$ cat src/rtl/rx_bit_sampler.sv
// rx_bit_sampler: UART receive front end.
// Synchronizes RxD, validates the start bit, and majority-votes three samples
// per bit using the 4x oversampling tick. It emits one strobed bit per payload
// bit and flags a low stop bit as a framing error.
module rx_bit_sampler #(
  parameter int unsigned DATA_BITS = 9  // payload bits per frame, 1..16
) (
  input  logic clk,
  input  logic rst,        // asynchronous, active-low
  input  logic Baud4Tick,  // one-cycle pulse, four per bit period
  input  logic RxD,        // raw serial line, idle high
  output logic get_inp,    // one-cycle strobe: rxd_bit holds a new payload bit
  output logic rxd_bit,    // majority-voted bit, held between strobes
  output logic busy,       // high from accepted start edge until back in IDLE
  output logic frame_err   // one-cycle pulse: stop bit sampled low
);

  typedef enum logic [2:0] {
    ST_IDLE,
    ST_START,
    ST_DATA,
    ST_STOP,
    ST_BREAK
  } state_e;

  localparam logic [3:0] LAST_BIT = 4'(DATA_BITS - 1);

  // Two-flop synchronizer, both stages idle high so reset does not look like a start edge.
  logic rxd_meta_q;
  logic rxd_s_q;

  // Synchronize the asynchronous serial line into the clk domain.
  always_ff @(posedge clk or negedge rst) begin
    if (!rst) begin
      rxd_meta_q <= 1'b1;
      rxd_s_q    <= 1'b1;
    end else begin
      // NOTE: sequential state uses non-blocking assignments so every flop
      // samples the pre-edge value; blocking here would collapse the two stages.
      rxd_meta_q <= RxD;
      rxd_s_q    <= rxd_meta_q;
    end
  end

  state_e     state_q;
  logic [1:0] phase_q;
  logic [3:0] bit_cnt_q;
  logic       s0_q, s1_q, s2_q;
  logic       get_inp_q;
  logic       rxd_bit_q;
  logic       busy_q;
  logic       frame_err_q;

  // Third vote input: the live synchronized line during the phase-2 tick,
  // so the decision lands on the same edge that captures s2.
  logic s2_d;
  logic vote;

  assign s2_d = (phase_q == 2'd2) ? rxd_s_q : s2_q;
  assign vote = (s0_q & s1_q) | (s0_q & s2_d) | (s1_q & s2_d);

  // Receive FSM: all activity gated by Baud4Tick, outputs registered.
  always_ff @(posedge clk or negedge rst) begin
    if (!rst) begin
      state_q     <= ST_IDLE;
      phase_q     <= 2'd0;
      bit_cnt_q   <= 4'd0;
      // NOTE: the sample registers are ordinary flops, not a memory, and are
      // reset to the idle line level so a stale vote can never read as a start.
      s0_q        <= 1'b1;
      s1_q        <= 1'b1;
      s2_q        <= 1'b1;
      get_inp_q   <= 1'b0;
      rxd_bit_q   <= 1'b0;
      busy_q      <= 1'b0;
      frame_err_q <= 1'b0;
    end else begin
      // Strobes default low so each is exactly one cycle wide.
      get_inp_q   <= 1'b0;
      frame_err_q <= 1'b0;

      if (Baud4Tick) begin
        case (state_q)
          ST_IDLE: begin
            if (!rxd_s_q) begin
              s0_q    <= rxd_s_q;
              phase_q <= 2'd1;
              busy_q  <= 1'b1;
              state_q <= ST_START;
            end
          end

          ST_START: begin
            case (phase_q)
              2'd0: begin
                s0_q    <= rxd_s_q;
                phase_q <= 2'd1;
              end
              2'd1: begin
                s1_q    <= rxd_s_q;
                phase_q <= 2'd2;
              end
              2'd2: begin
                s2_q <= s2_d;
                if (vote) begin
                  // Start bit did not hold low: treat as noise.
                  phase_q <= 2'd0;
                  busy_q  <= 1'b0;
                  state_q <= ST_IDLE;
                end else begin
                  phase_q <= 2'd3;
                end
              end
              default: begin
                phase_q   <= 2'd0;
                bit_cnt_q <= 4'd0;
                state_q   <= ST_DATA;
              end
            endcase
          end

          ST_DATA: begin
            case (phase_q)
              2'd0: begin
                s0_q    <= rxd_s_q;
                phase_q <= 2'd1;
              end
              2'd1: begin
                s1_q    <= rxd_s_q;
                phase_q <= 2'd2;
              end
              2'd2: begin
                s2_q      <= s2_d;
                rxd_bit_q <= vote;
                get_inp_q <= 1'b1;
                phase_q   <= 2'd3;
              end
              default: begin
                phase_q <= 2'd0;
                if (bit_cnt_q == LAST_BIT) begin
                  state_q <= ST_STOP;
                end else begin
                  bit_cnt_q <= bit_cnt_q + 4'd1;
                end
              end
            endcase
          end

          ST_STOP: begin
            case (phase_q)
              2'd0: begin
                s0_q    <= rxd_s_q;
                phase_q <= 2'd1;
              end
              2'd1: begin
                s1_q    <= rxd_s_q;
                phase_q <= 2'd2;
              end
              2'd2: begin
                // Leave early so the last quarter-bit can carry the next start edge.
                s2_q    <= s2_d;
                phase_q <= 2'd0;
                if (vote) begin
                  busy_q  <= 1'b0;
                  state_q <= ST_IDLE;
                end else begin
                  frame_err_q <= 1'b1;
                  state_q     <= ST_BREAK;
                end
              end
              default: begin
                phase_q <= 2'd0;
              end
            endcase
          end

          ST_BREAK: begin
            // Wait out a held-low line before hunting for a new start edge.
            if (rxd_s_q) begin
              busy_q  <= 1'b0;
              state_q <= ST_IDLE;
            end
          end

          default: begin
            phase_q <= 2'd0;
            busy_q  <= 1'b0;
            state_q <= ST_IDLE;
          end
        endcase
      end
    end
  end

  assign get_inp   = get_inp_q;
  assign rxd_bit   = rxd_bit_q;
  assign busy      = busy_q;
  assign frame_err = frame_err_q;

endmodule

$ cat config.mk
export PLATFORM = sky130hd
export DESIGN_NAME = rx_bit_sampler
export DESIGN_NICKNAME = d
export VERILOG_FILES = /design/src/rtl/rx_bit_sampler.sv
export SDC_FILE = /design/constraint.sdc
export NUM_CORES = 1
export LEC_CHECK = 0
export ABC_AREA = 1
export CAP_MARGIN = 0
export CORE_UTILIZATION = 55
export CTS_CLUSTER_DIAMETER = 200
export DETAILED_ROUTE_END_ITERATION = 7
export GPL_ROUTABILITY_DRIVEN = 0
export PLACE_DENSITY_LB_ADDON = 0.05
export SETUP_SLACK_MARGIN = 0.5
export SLEW_MARGIN = 20
export SYNTH_ARGS = -nofsm -noshare
export SYNTH_HDL_FRONTEND = slang
export SYNTH_SLANG_ARGS = --single-unit
$ cat constraint.sdc
create_clock -name clk -period 1.8 [get_ports clk]
set_input_delay 0.36 -clock clk [delete_from_list [all_inputs] [get_ports clk]]
set_output_delay 0.36 -clock clk [all_outputs]
set_load 0.02 [all_outputs]
Word-level counts from Yosys, hierarchy flattened
Index checks and enable logic that the tools add are counted.

Bitwise logic cells: 7. Reduce and logical (&&, ||, !) cells: 16. $add $sub $neg: 1. Muxes and demuxes: 35. Equal/unequal tests: 19.

Operator list (count): two-way mux 3 bit (7); inequality test 2 bit (second input constant) (8); one-hot mux 3 bit (5 select lines) (1); two-way mux 1 bit (14); two-way mux 4 bit (3); one-hot mux 2 bit (3 select lines) (2); AND reduction 3 bit (4); one-hot mux 2 bit (5 select lines) (1); one-hot mux 4 bit (2 select lines) (1); AND reduction 8 bit (1); == test 3 x 2 -> 1 bit (second input constant) (2); inequality test 2 x 1 -> 1 bit (second input constant) (3); one-hot mux 3 bit (2 select lines) (1); AND reduction 6 bit (1); OR reduction 3 bit (2); AND reduction 5 bit (1); adder 4 x 1 -> 4 bit (second input constant) (1); == test 4 bit (second input constant) (1); two-way mux 2 bit (2); one-hot mux 1 bit (4 select lines) (1); one-hot mux 2 bit (2 select lines) (1); AND reduction 4 bit (1); nonzero test 2 bit (2); OR reduction 2 bit (2); 11 further kinds (15).

Register bits after elaboration: 18. Input port bits: 4. Output and inout bits: 4.

Depth between registers and ports, before layout
Depth after elaboration: 9. Mapped depth: 13. Mapped depth without buffers: 12.

Worst setup path before layout
No wires, ideal clock.

Kind: reg-to-reg. From: register phase_q[0]. To: register busy_q, in the netlist busy. Path buffers: 1. Stages on the path, launching flop included: 14. Period minus slack after synthesis: 1.614 ns. Arrival: 1.497 ns. Path slack: 0.186 ns. Library setup time: 0.117 ns. Data required time: 1.683 ns. Cell sequence: dfrtp_1 -> inv_1 -> ha_1 -> clkbuf_2 -> inv_1 -> nand2_1 -> nand2_1 -> nand2_1 -> nand2_1 -> inv_1 -> o21ai_0 -> nand2_1 -> nand2_1 -> nand2_1.

Word-level cells in the longest chain between the ends: 7. Elaborated cells between the ends (all ways): 9. Those cells by class: 3 x eq/ne; 1 x mux; 4 x bitwise; 1 x reduce/logical.

RTL lines: from (decl) (RTL line 46) `logic [1:0] phase_q;`; from (signal assigned) (RTL line 66) `phase_q <= 2'd0;`; from (signal assigned) (RTL line 87) `phase_q <= 2'd1;`; from (signal assigned) (RTL line 97) `phase_q <= 2'd1;`; == test 2 bit * (RTL line 59, 94, 150); two-way mux 1 bit (RTL line 59) `assign s2_d = (phase_q == 2'd2) ? rxd_s_q : s2_q;`; bitwise AND 1 bit (RTL line 60) `assign vote = (s0_q & s1_q) | (s0_q & s2_d) | (s1_q & s2_d);`; OR 1 bit (2 in a row) (RTL line 60); inequality test 2 x 1 -> 1 bit (no line); AND reduction 6 bit (no line) *; to (signal assigned) (RTL line 75) `busy_q <= 1'b0;`; to (signal assigned) (RTL line 88) `busy_q <= 1'b1;`; to (signal assigned) (RTL line 108) `busy_q <= 1'b0;`; to (decl) (RTL line 51) `logic busy_q;`.

Mark *: on every way between the ends. The rest lies on a longest branch, timed or not. A chain may end at the register's enable or synchronous reset.

Worst setup path after layout
From: register phase_q[0]. To: register state_q[0].

Word-level cells in the longest chain between the ends: 7. Elaborated cells between the ends (all ways): 17. Those cells by class: 6 x eq/ne; 3 x mux; 4 x bitwise; 4 x reduce/logical.

RTL lines: == test 2 bit; two-way mux 1 bit (RTL line 59); bitwise AND 1 bit (RTL line 60); OR 1 bit (2 in a row) (RTL line 60); inequality test 3 bit (no line); AND reduction 8 bit (no line); to (signal assigned) (RTL line 65) `state_q <= ST_IDLE;`; to (signal assigned) (RTL line 89) `state_q <= ST_START;`; to (signal assigned) (RTL line 109) `state_q <= ST_IDLE;`; to (decl) (RTL line 45) `state_e state_q;`.

Parallel ways exist; a longest one is shown, timed or not.

==> impl_metrics.env <==
export IMPL_run_status="complete, no violations"
export IMPL_dpl_worst_slack_ps=149
export IMPL_finalHoldViolations=0
export IMPL_first_iter_violations=56
export IMPL_vias=1263
export IMPL_cts_sinks=18
export IMPL_coreArea_sq_mm=0.00198
export IMPL_cap_viol_max_count=0
export IMPL_hold_buffers=0
export IMPL_clock_path_buffers=2
export IMPL_first_pass_iters=6
export IMPL_holdCritPathClass="input pin to async pin"
export IMPL_yosys_area_top_type="dfrtp_1"
export IMPL_synth_top_area_share=0.277
export IMPL_ant_nets=0
export IMPL_track_usage=0.310
export IMPL_finClkSkew_ps=6.88
export IMPL_tightest_slew_ps=387
export IMPL_synth_distinct_cells=25
export IMPL_drt_total_wl_microns=3710
export IMPL_die_h_microns=48.2
export IMPL_htreeDepth=1
export IMPL_r2r_slack_ps=190
export IMPL_syn_to_final_growth_pct=38.1
export IMPL_rsz0062_at_grt="true"
export IMPL_synth_edff_count=0
export IMPL_fin_tns_setup_ps=0
export IMPL_num_antenna_cells=0
export IMPL_setup_ws_ps=189
export IMPL_cts_buffers=3
export IMPL_antenna_found_initial=0
export IMPL_worstSetupPathType="flip-flop to flip-flop"
export IMPL_r2r_end="state_q[0]$_DFFE_PN0P_"
export IMPL_ys_seq_elements=18
export IMPL_synth_fp_nets=174
export IMPL_grt_overflow_total=0
export IMPL_startpoint_type="flip-flop"
export IMPL_synthTopCellsByCount="nand2_1, inv_1, nor2_1, dfrtp_1, nand3_1"
export IMPL_drive_gt1_frac=0.406
export IMPL_num_rows=16
export IMPL_endpoint_kind="flip-flop"
export IMPL_min_period_ps=1610
export IMPL_synth_cells=163
export IMPL_start_util=0.592
export IMPL_cp_max_fo=4
export IMPL_dpl_cell_area_sq_mm=0.00129
export IMPL_die_x_microns=48.2
export IMPL_setup_violations=0
export IMPL_vias_per_cell=5.77
export IMPL_reg2reg_from="phase_q[0]$_DFFE_PN0P_"
export IMPL_synthTopCellsByArea="dfrtp_1, nand2_1, dfstp_2, ha_1, inv_1"
export IMPL_cp_required_ps=2010
export IMPL_slew_headroom=0.741
export IMPL_drv_slew=0
export IMPL_whs_ps=367
export IMPL_root_buffer="clkbuf_4"
export IMPL_r2r_cells=10
export IMPL_cts_clk_slew_worst_paths_ps=110
export IMPL_ys_async_sr_fraction=1.00
export IMPL_ios=8
export IMPL_clk_latency_ps=310
export IMPL_yosysSeqAreaShare=0.389
export IMPL_leakage_nw=0.816
export IMPL_irDropWorstVdd_mv=1.18
export IMPL_fillers=108
export IMPL_place_hpwl_microns=1840
export IMPL_ys_flop_type="dfrtp_1"
export IMPL_synth_most_common_cell="nand2_1"
export IMPL_ys_warnings_count=0
export IMPL_arrival_ps=1820
export IMPL_synth_avg_cell_area_sq_um=7.20
export IMPL_p_per_area_mw_per_mm2=1770
export IMPL_syn_area_sq_mm=0.00117
export IMPL_fmax_mhz=621
export IMPL_wl_per_cell_microns=16.9
export IMPL_design_area_sq_mm=0.00162
export IMPL_cts_tree="done"
export IMPL_grt_pass1_vias=1072
export IMPL_grt_pass1_wl_microns=4900
export IMPL_io_buffers=7
export IMPL_die_area_sq_mm=0.00232
export IMPL_post_route_period_util=0.895
export IMPL_grt_max_degree=19
export IMPL_layout_nets=204
export IMPL_drc=0
## flip-flops by register name, indices dropped and copies added, names as in the netlist
name / flops
busy: 1
rxd_s_q: 1
get_inp: 1
state_q: 3
frame_err: 1
rxd_meta_q: 1
rxd_bit: 1
bit_cnt_q: 4
phase_q: 2
s2_q: 1
s0_q: 1
s1_q: 1
## final cells by class
| cell class | instances | area, sq um | share of cell area |
|---|---|---|---|
| multi-input cells | 120 | 766 | 0.473 |
| flip-flops and latches | 18 | 462 | 0.285 |
| repair buffers | 27 | 224 | 0.138 |
| inverters | 23 | 98.8 | 0.0610 |
| clock buffers | 4 | 36.3 | 0.0224 |
| well taps | 27 | 33.8 | 0.0208 |
## cells by family after synthesis
family                     count (synthesis)  share of synthesized area
AOI/OAI and AO/OA                         15                     0.0682
DFF                                       18                      0.389
adders and majority gates                  7                     0.0746
xor gates and xnor gates                   2                     0.0149
buffers and inverters                     25                     0.0874
and+or+nand+nor                           96                      0.366
## stage by stage
stage,power (mW),util,std cells
2_1_floorplan,1.55,-,163
3_3_place_gp,1.79,0.650,198
3_5_place_dp,1.83,0.650,198
4_1_cts,2.36,0.753,215
5_1_grt,3.08,0.818,219
6_report,2.86,0.818,219
## per-layer routing
| metal | up-vias | part of all wire | GRT usage |
|---|---|---|---|
| li1 | 567 | - | - |
| met1 | 564 | 0.37 | 0.412 |
| met2 | 97 | 0.48 | 0.504 |
| met3 | 35 | 0.082 | 0.0259 |
| met4 | 0 | 0.065 | 0.150 |
| met5 | - | 0 | 0 |
## what timing repair did
action | in CTS | in global routing
gates resized for setup | 34 | 33
setup endpoints to repair | 19 | 19
pin swaps | 11 | 15
setup buffers | 13 | 4
## power by group
group,internal (mW),switching (mW),total (mW)
clock network,0.124,0.138,0.261
logic,0.778,1.08,1.86
registers,0.569,0.177,0.747
## worst max-delay path, cell delays in order (launching register included)
cell	delay (ps)
dfrtp_2	480
buf_6	150
ha_4	150
inv_2	60
nand2_2	50
nand3_2	70
nand2_1	50
nor2_1	130
nand4_1	180
nand2_1	130
nand2_1	50
## placed cells by master, fill, tap and decap left out, types with 2 or more instances in the layout
cell,n
nand2_1,44
buf_4,16
nor2_1,14
inv_1,13
dfrtp_1,9
nand3_1,8
o21ai_0,7
nand2_4,6
inv_4,5
inv_2,5
nor2_4,5
nand2_2,5
dfstp_2,5
nor2_2,4
o21ai_1,4
ha_4,4
dfrtp_2,4
ha_1,3
clkbuf_4,3
clkdlybuf4s50_1,3
buf_6,3
nor3_2,2
nand3_2,2
nand4_1,2
buf_2,2
clkbuf_2,2
## worst max-delay path by stage
| stage | from | endpoint |
|---|---|---|
| 2_1_floorplan | phase_q[0]$_DFFE_PN0P_ | busy$_DFFE_PN0P_ |
| 3_3_place_gp | Baud4Tick | bit_cnt_q[0]$_DFFE_PN0P_ |
| 3_5_place_dp | Baud4Tick | bit_cnt_q[3]$_DFFE_PN0P_ |
| 4_1_cts | phase_q[1]$_DFFE_PN0P_ | state_q[2]$_DFFE_PN0P_ |
| 5_1_grt | phase_q[1]$_DFFE_PN0P_ | state_q[0]$_DFFE_PN0P_ |
| 6_report | phase_q[0]$_DFFE_PN0P_ | state_q[0]$_DFFE_PN0P_ |
(Power assumes the default switching activity.)
